<file path="src/rtl/imem_load_ctrl.sv">
// Boot/load sequencer: steers programmer writes into instruction or data memory
// and decides when the CPU fetch unit may run.
module imem_load_ctrl #(
  parameter int IADDR_W = 14,
  parameter int DATA_W  = 32,
  parameter int TIMEOUT = 1000000
) (
  input  logic               clock,
  input  logic               reset,
  input  logic               upg_rst_i,
  input  logic               upg_wen_i,
  input  logic [IADDR_W:0]   upg_adr_i,
  input  logic [DATA_W-1:0]  upg_dat_i,
  input  logic               upg_done_i,
  input  logic               run_i,
  output logic               imem_wen,
  output logic [IADDR_W-1:0] imem_adr,
  output logic               dmem_wen,
  output logic [DATA_W-1:0]  mem_dat,
  output logic [IADDR_W-1:0] dmem_adr,
  output logic               kick_off,
  output logic               inited,
  output logic               cpu_rst_o,
  output logic [IADDR_W:0]   word_cnt,
  output logic               load_err
);

  localparam int               TMO_W    = (TIMEOUT > 2) ? $clog2(TIMEOUT) : 1;
  localparam logic [TMO_W-1:0] TMO_LAST = TMO_W'(TIMEOUT - 1);
  localparam logic [IADDR_W:0] CNT_MAX  = '1;
  localparam logic [IADDR_W:0] CNT_ONE  = {{IADDR_W{1'b0}}, 1'b1};

  typedef enum logic [2:0] {S_HALT, S_LOAD, S_FLUSH, S_RUN, S_ERR} state_t;

  state_t           state;
  logic             upg_rst_q;
  logic [TMO_W-1:0] tmo_cnt;
  logic             load_start;
  logic             wr_p0;

  assign load_start = upg_rst_q & ~upg_rst_i;
  assign wr_p0      = (state == S_LOAD) & upg_wen_i;

  function automatic logic [IADDR_W:0] sat_inc(input logic [IADDR_W:0] v);
    return (v == CNT_MAX) ? v : v + CNT_ONE;
  endfunction

  always_ff @(posedge clock) begin
    if (reset) begin
      state     <= S_HALT;
      upg_rst_q <= 1'b1;
      tmo_cnt   <= '0;
      imem_wen  <= 1'b0;
      dmem_wen  <= 1'b0;
      imem_adr  <= '0;
      dmem_adr  <= '0;
      mem_dat   <= '0;
      kick_off  <= 1'b0;
      inited    <= 1'b0;
      cpu_rst_o <= 1'b1;
      word_cnt  <= '0;
      load_err  <= 1'b0;
    end else begin
      upg_rst_q <= upg_rst_i;

      // p0 -> p1: programmer strobe registered into exactly one memory write
      imem_wen <= wr_p0 & ~upg_adr_i[IADDR_W];
      dmem_wen <= wr_p0 &  upg_adr_i[IADDR_W];
      if (wr_p0) begin
        mem_dat  <= upg_dat_i;
        word_cnt <= sat_inc(word_cnt);
        tmo_cnt  <= '0;
        if (upg_adr_i[IADDR_W]) dmem_adr <= upg_adr_i[IADDR_W-1:0];
        else                    imem_adr <= upg_adr_i[IADDR_W-1:0];
      end else if (state == S_LOAD) begin
        tmo_cnt <= tmo_cnt + 1'b1;
      end

      case (state)
        S_HALT: begin
          kick_off  <= 1'b0;
          inited    <= 1'b0;
          cpu_rst_o <= 1'b1;
          if (load_start) begin
            state    <= S_LOAD;
            word_cnt <= '0;
            load_err <= 1'b0;
            tmo_cnt  <= '0;
          end else if (run_i) begin
            state     <= S_RUN;
            kick_off  <= 1'b1;
            cpu_rst_o <= 1'b0;
          end
        end
        S_LOAD: begin
          if (upg_rst_i && !upg_done_i) begin
            state    <= S_HALT;
            load_err <= 1'b1;
          end else if (upg_done_i) begin
            state <= S_FLUSH;
          end else if (!wr_p0 && tmo_cnt == TMO_LAST) begin
            state    <= S_ERR;
            load_err <= 1'b1;
          end
        end
        S_FLUSH: begin
          state     <= S_RUN;
          kick_off  <= 1'b1;
          cpu_rst_o <= 1'b0;
        end
        S_RUN: begin
          // inited lags kick_off so the PC holds 0 for one reset-free cycle
          if (load_start) begin
            state     <= S_LOAD;
            kick_off  <= 1'b0;
            inited    <= 1'b0;
            cpu_rst_o <= 1'b1;
            word_cnt  <= '0;
            load_err  <= 1'b0;
            tmo_cnt   <= '0;
          end else begin
            inited <= 1'b1;
          end
        end
        S_ERR: begin
          load_err <= 1'b1;
          if (upg_rst_i) state <= S_HALT;
        end
        default: state <= S_HALT;
      endcase
    end
  end

endmodule

</file>
<file path="config.mk">
export PLATFORM = sky130hd
export DESIGN_NAME = imem_load_ctrl
export DESIGN_NICKNAME = d
export VERILOG_FILES = /design/src/rtl/imem_load_ctrl.sv
export SDC_FILE = /design/constraint.sdc
export NUM_CORES = 1
export LEC_CHECK = 0
export ABC_CLOCK_PERIOD_IN_PS = 2800
export CELL_PAD_IN_SITES_DETAIL_PLACEMENT = 0
export CELL_PAD_IN_SITES_GLOBAL_PLACEMENT = 2
export CORE_MARGIN = 2
export CORE_UTILIZATION = 26
export CTS_CLUSTER_DIAMETER = 150
export DETAILED_ROUTE_END_ITERATION = 7
export PLACE_DENSITY = 0.75
export SYNTH_ARGS = -nofsm -noshare
export SYNTH_HDL_FRONTEND = slang
export SYNTH_SLANG_ARGS = --single-unit
</file>
<file path="constraint.sdc">
create_clock -name clock -period 2.8 [get_ports clock]
set_clock_uncertainty 0.1 [all_clocks]
set_input_delay 0.28 -clock clock [delete_from_list [all_inputs] [get_ports clock]]
set_output_delay 0.28 -clock clock [all_outputs]
set_load 0.005 [all_outputs]
</file>
# Yosys cells after proc, flatten, opt, wreduce, memory -nomap -nowiden
# Cells that the tools add are included.
# totals
reg_bits,105
inputBits,53
output_inout_bits,81
word_cells,78
# classes
add_sub_neg,2
eq_ne,13
muxes,30
bitwise,6
reduce_logical,14
# ops
cell,n
20-bit two-way mux,4
15-bit two-way mux,4
3-bit two-way mux,7
"20-bit by 1-bit adder with 20-bit output, second input constant",1
"20-bit equality test, second input constant",1
"15-bit by 1-bit adder with 15-bit output, second input constant",1
"15-bit equality test, second input constant",1
3-bit case mux with 5 select lines,1
1-bit two-way mux,10
1-bit case mux with 3 select lines,3
4-bit AND reduction,2
"3-bit by 2-bit equality test with 1-bit output, second input constant",2
2-bit AND reduction,3
3-bit nonzero test,2
1-bit bitwise AND,4
"2-bit inequality test, second input constant",2
"4-bit by 2-bit inequality test with 1-bit output, second input constant",1
"3-bit by 1-bit equality test with 1-bit output, second input constant",1
"3-bit equality test, second input constant",1
3-bit zero test,1
"3-bit by 1-bit inequality test with 1-bit output, second input constant",1
"3-bit by 2-bit inequality test with 1-bit output, second input constant",1
"3-bit inequality test, second input constant",1
1-bit logical AND,2
other kinds (6),8

# Depth between registers and ports, before layout
# logic_depth
depth_word,8
mapped_depth,8
mapped_depth_nobuf,5

# Worst setup path after synthesis
# OpenSTA, ideal clock, no wires.
# synth_timing
path_type,reg-to-reg
from,register state[1]
to,register tmo_cnt[19]
setup_ns,0.070
arrival_ns,1.997
required_time_ns,2.630
path_slack_ns,0.633
stages_incl_launch_ff,8
n_path_buf,3
period_less_slack_ns,2.167
cell_sequence,dfxtp_1 -> buf_6 -> or3b_1 -> buf_2 -> or3_4 -> buf_6 -> or4_1 -> a21oi_1
# synth_between
elab_chain_len,5
elab_cells_between_ends,9
cone_classes,eq/ne: 2; mux: 4; bitwise: 1; reduce/logical: 2
# synth_lines
element,line_no,text
from (decl),35,state_t state;
from (signal assigned),50,state <= S_HALT;
from (signal assigned),85,state <= S_LOAD;
from (signal assigned),90,state <= S_RUN;
3-bit by 1-bit equality test with 1-bit output,"42, 75",
20-bit two-way mux or 1-bit bitwise AND (tied branches),"75, 42",
20-bit two-way mux,69,if (wr_p0) begin
20-bit two-way mux,"84, 113",
20-bit two-way mux (*),-,
to (signal assigned),76,tmo_cnt <= tmo_cnt + 1'b1;
to (decl),37,logic [TMO_W-1:0] tmo_cnt;
# Every way passes the cells marked *; elsewhere a longest branch is shown, timed or not.
# A chain may end at the register's enable or synchronous reset.

# Worst setup path after layout
# layout_timing
from,register state[2]
to,register tmo_cnt[19]
# The elaborated chain is that of the path after synthesis.

==> metrics list <==
- Global routing used 14.9% of the available tracks.
- Tmin final: 2.25 ns
- In this run the cell area measured after placement is 5910 µm².
* Sequential cell area: 2100 µm²
* Maximum clock insertion buffer count: 2
- The path class of the tightest hold or removal check is input port to flip-flop.
- Gpl congestion: 0.734
- Type of the setup path with the least slack: flip-flop to flip-flop
- Vertical die dimension: 133 µm
- Across the run, the number of max-cap violations was 0.
- Layout cell share with drive strength beyond 1: 5.88%
* Port-buffer cells: 133
* Clock insertion delay at the later pin of the skew report: 0.35 ns
- The detail route stage leaves a number of antenna-violating nets equal to 0.
* Post-detailed-route wirelength per cell: 14.9 µm
- Count of unique library cells instantiated by Yosys: 47
* Drt initial violations: 193
- Chip Width: 133 µm
- The number of nets handed over by synthesis was 589.
* Count of endpoints failing hold in the final timing report: 0
- Detailed-route wire length: 13200 µm
- Nets: 713
* TNS Setup: 0 ns
* Starting density of the core: 26.4%
- During I/O placement, the number of pins put on the boundary was 134.
- The die covers 17700 µm².
- The final route contains 4245 vias.
* Average instance area after synthesis: 8.11 µm²
- TritonCTS clock tree: built
- Asr flop ratio synth: 0%
- The pre-antenna-repair detailed-routing pass consisted of 4 iterations.
- The worst setup path is launched from a flip-flop.
- At the pin with the least slew margin, the transition time is 0.927 ns.
- Post-synthesis sequential element count: 105
- In the synthesized netlist the dominant register cell turns out to be sky130_fd_sc_hd__dfxtp_1.
* Hold bufs inserted after CTS: 0
- Number of rows in the core area: 47
- The initial antenna violation count was 0.
- The worst path uses 80.3% of the clock period.
- Summed over all nets, the half-perimeter wirelength after detailed placement is 9330 µm.
- RSZ-0062 raised after global routing: no
* Overflow after GRT: 0
* Number of standard cells after synthesis: 534
* Crit end category: flip-flop
* Clock sinks: 105
- Post-Syn Area: 4330 µm²
- Seq/Total Area, Yosys: 48.6%
- Area grow syn2layout: 43.2%
- Power per cell area: 525 nW/µm²
- CP required: 2.99 ns
- Clock-pin slew was measured on the worst setup and hold paths at 0.07 ns.
* Residual DRC count: 0
- The number of pins exceeding their max-slew limit in the final report is 0.
* Maximum fanout encountered on the critical timing path: 13
- Dividing the detail-routed via count by the number of cells gives 4.81.
- Yosys printed 0 warnings.
- The first global-routing pass estimated 21100 µm of wire.
- Run status: completed
* Setup slack of the most critical reg-to-reg path: 0.55 ns
- In this run the post-CTS setup repair buffer count came out at 0.
- The number of antenna diodes in the final layout is 0.
- At the worst endpoint, the arrival time is 2.44 ns.
- After routing the design area is 6200 µm².
- Counting flops with a built-in enable in the synthesized netlist gives 0.
* Footprint of the multi-input gates: 2080 µm²
- Measured against its own limit, the worst slew margin works out to 38.0%.
- Filler cell count in the final layout: 1694
* Maximum resistive drop on vdd: 0.274 mV
- Master cell of the clock root buffer: sky130_fd_sc_hd__clkbuf_16
* Leakage: 0.00196 µW
- H-Tree Depth: 3
- Final setup fails: 0
- Static timing analysis puts the maximum clock frequency at 0.445 GHz.
- For this run, the share of the core covered by cells in the final layout is 37.8%.
- Vias in the first global route: 4004
- TritonCTS buffer count: 9
- Post-CTS repair changed the size of 0 cells.
- Entering global routing, the biggest net connects 66 pins.
- The floorplan step defined a core boundary enclosing 16400 µm².
==> cells in the mapped netlist (2+ instances only) <==
master,instances,share of area (%)
sky130_fd_sc_hd__and3_1,3,0.43
sky130_fd_sc_hd__dfxtp_1,105,49
sky130_fd_sc_hd__or4b_1,2,0.46
sky130_fd_sc_hd__xor2_1,3,0.61
sky130_fd_sc_hd__and4_1,8,1.6
sky130_fd_sc_hd__nand2_1,123,11
sky130_fd_sc_hd__a211oi_1,3,0.52
sky130_fd_sc_hd__inv_1,8,0.69
sky130_fd_sc_hd__and2_1,2,0.29
sky130_fd_sc_hd__or3_1,9,1.3
sky130_fd_sc_hd__nand2b_1,4,0.58
sky130_fd_sc_hd__nand3b_1,2,0.35
sky130_fd_sc_hd__buf_6,2,0.52
sky130_fd_sc_hd__a21oi_1,91,11
sky130_fd_sc_hd__nor4_1,4,0.58
sky130_fd_sc_hd__nor3_1,9,1.0
sky130_fd_sc_hd__clkbuf_1,27,2.3
sky130_fd_sc_hd__o31ai_1,12,2.1
sky130_fd_sc_hd__xnor2_1,5,1.0
sky130_fd_sc_hd__nor2_1,14,1.2
sky130_fd_sc_hd__or4_1,13,2.3
sky130_fd_sc_hd__nand3_1,17,2.0
sky130_fd_sc_hd__a21o_1,2,0.35
sky130_fd_sc_hd__ha_1,2,0.58
sky130_fd_sc_hd__or2_2,4,0.58
sky130_fd_sc_hd__o41ai_1,3,0.61
sky130_fd_sc_hd__nand4_1,6,0.87
sky130_fd_sc_hd__o21ai_0,27,3.1
sky130_fd_sc_hd__a31oi_1,3,0.43
sky130_fd_sc_hd__buf_1,3,0.26
sky130_fd_sc_hd__nor2b_1,2,0.29
==> cell usage in the layout (no fill, tap or decap), types with 4 or more instances in the layout <==
cell                              count
sky130_fd_sc_hd__nor2_1              14
sky130_fd_sc_hd__buf_4               13
sky130_fd_sc_hd__dfxtp_1            105
sky130_fd_sc_hd__inv_1                8
sky130_fd_sc_hd__nand2b_1             4
sky130_fd_sc_hd__nor4_1               4
sky130_fd_sc_hd__nand2_1            123
sky130_fd_sc_hd__or4_1               13
sky130_fd_sc_hd__o31ai_1             12
sky130_fd_sc_hd__or3_1                9
sky130_fd_sc_hd__clkbuf_16            9
sky130_fd_sc_hd__xnor2_1              5
sky130_fd_sc_hd__and4_1               8
sky130_fd_sc_hd__or2_2                4
sky130_fd_sc_hd__nor3_1               9
sky130_fd_sc_hd__a21oi_1             91
sky130_fd_sc_hd__clkdlybuf4s50_1    132
sky130_fd_sc_hd__o21ai_0             27
sky130_fd_sc_hd__nand4_1              6
sky130_fd_sc_hd__nand3_1             17
==> state kept, by name (all words and copies together), names as in the netlist <==
register	cells
dmem_wen	1
word_cnt	15
tmo_cnt	20
load_err	1
state	3
upg_rst_q	1
imem_adr	14
kick_off	1
mem_dat	32
imem_wen	1
dmem_adr	14
inited	1
cpu_rst_o	1
==> through the flow <==
step | hold WS [ns] | total power, µW | setup WS [ns] | instances
after floorplan | 0.281 | 1800 | 0.633 | 534
after CTS | 0.113 | 3320 | 0.496 | 883
after global routing | 0.138 | 3400 | 0.348 | 883
after global placement | 0.341 | 2040 | 0.371 | 867
after detailed placement | 0.347 | 2050 | 0.326 | 867
final | 0.131 | 3250 | 0.551 | 883
==> report_power, final <==
| part | internal (µW) | switching [µW] |
|---|---|---|
| sequential | 1550 | 38.1 |
| combinational | 223 | 200 |
| clock | 658 | 590 |
| total | 2430 | 828 |
==> kinds of logic after synthesis <==
kind of cell    synth area share [%]
buf+inv                         3.93
xor+xnor                        1.62
simple gates                    26.6
flops                           48.6
compound gates                  18.7
fa+ha+maj                      0.578
==> critical path, stage by stage (launching register included) <==
cell	delay [ns]
sky130_fd_sc_hd__dfxtp_1	0.46
sky130_fd_sc_hd__or3b_1	0.53
sky130_fd_sc_hd__or3_4	0.49
sky130_fd_sc_hd__or4_1	0.47
sky130_fd_sc_hd__a21oi_1	0.14
==> path summary, 6_finish.rpt <==
check	startpoint	end	depth (start not counted)
setup reg to reg	state[2]	tmo_cnt[19]	4
setup / recovery	state[2]	tmo_cnt[19]	4
hold / removal	reset	upg_rst_q	2
hold reg to reg	mem_dat[22]	mem_dat[22]	2
==> layer usage <==
layer / global-route usage, % / vias to the layer above / wire length (µm)
met5: 0 / - / 0
met4: 7.11 / 0 / 281
met3: 2.95 / 14 / 556
met2: 24.6 / 86 / 6370
met1: 18.6 / 2007 / 5980
li1: - / 2138 / -
==> final cells by class <==
class / count / area share [%]
clock inverters: 5 / 0.606
repair buffers: 146 / 23.0
multi-input cells: 388 / 33.5
flip-flops and latches: 105 / 33.9
clock buffers: 11 / 4.08
well taps: 220 / 4.44
inverters: 8 / 0.484
Note: power is estimated with default switching activity, not from simulation.
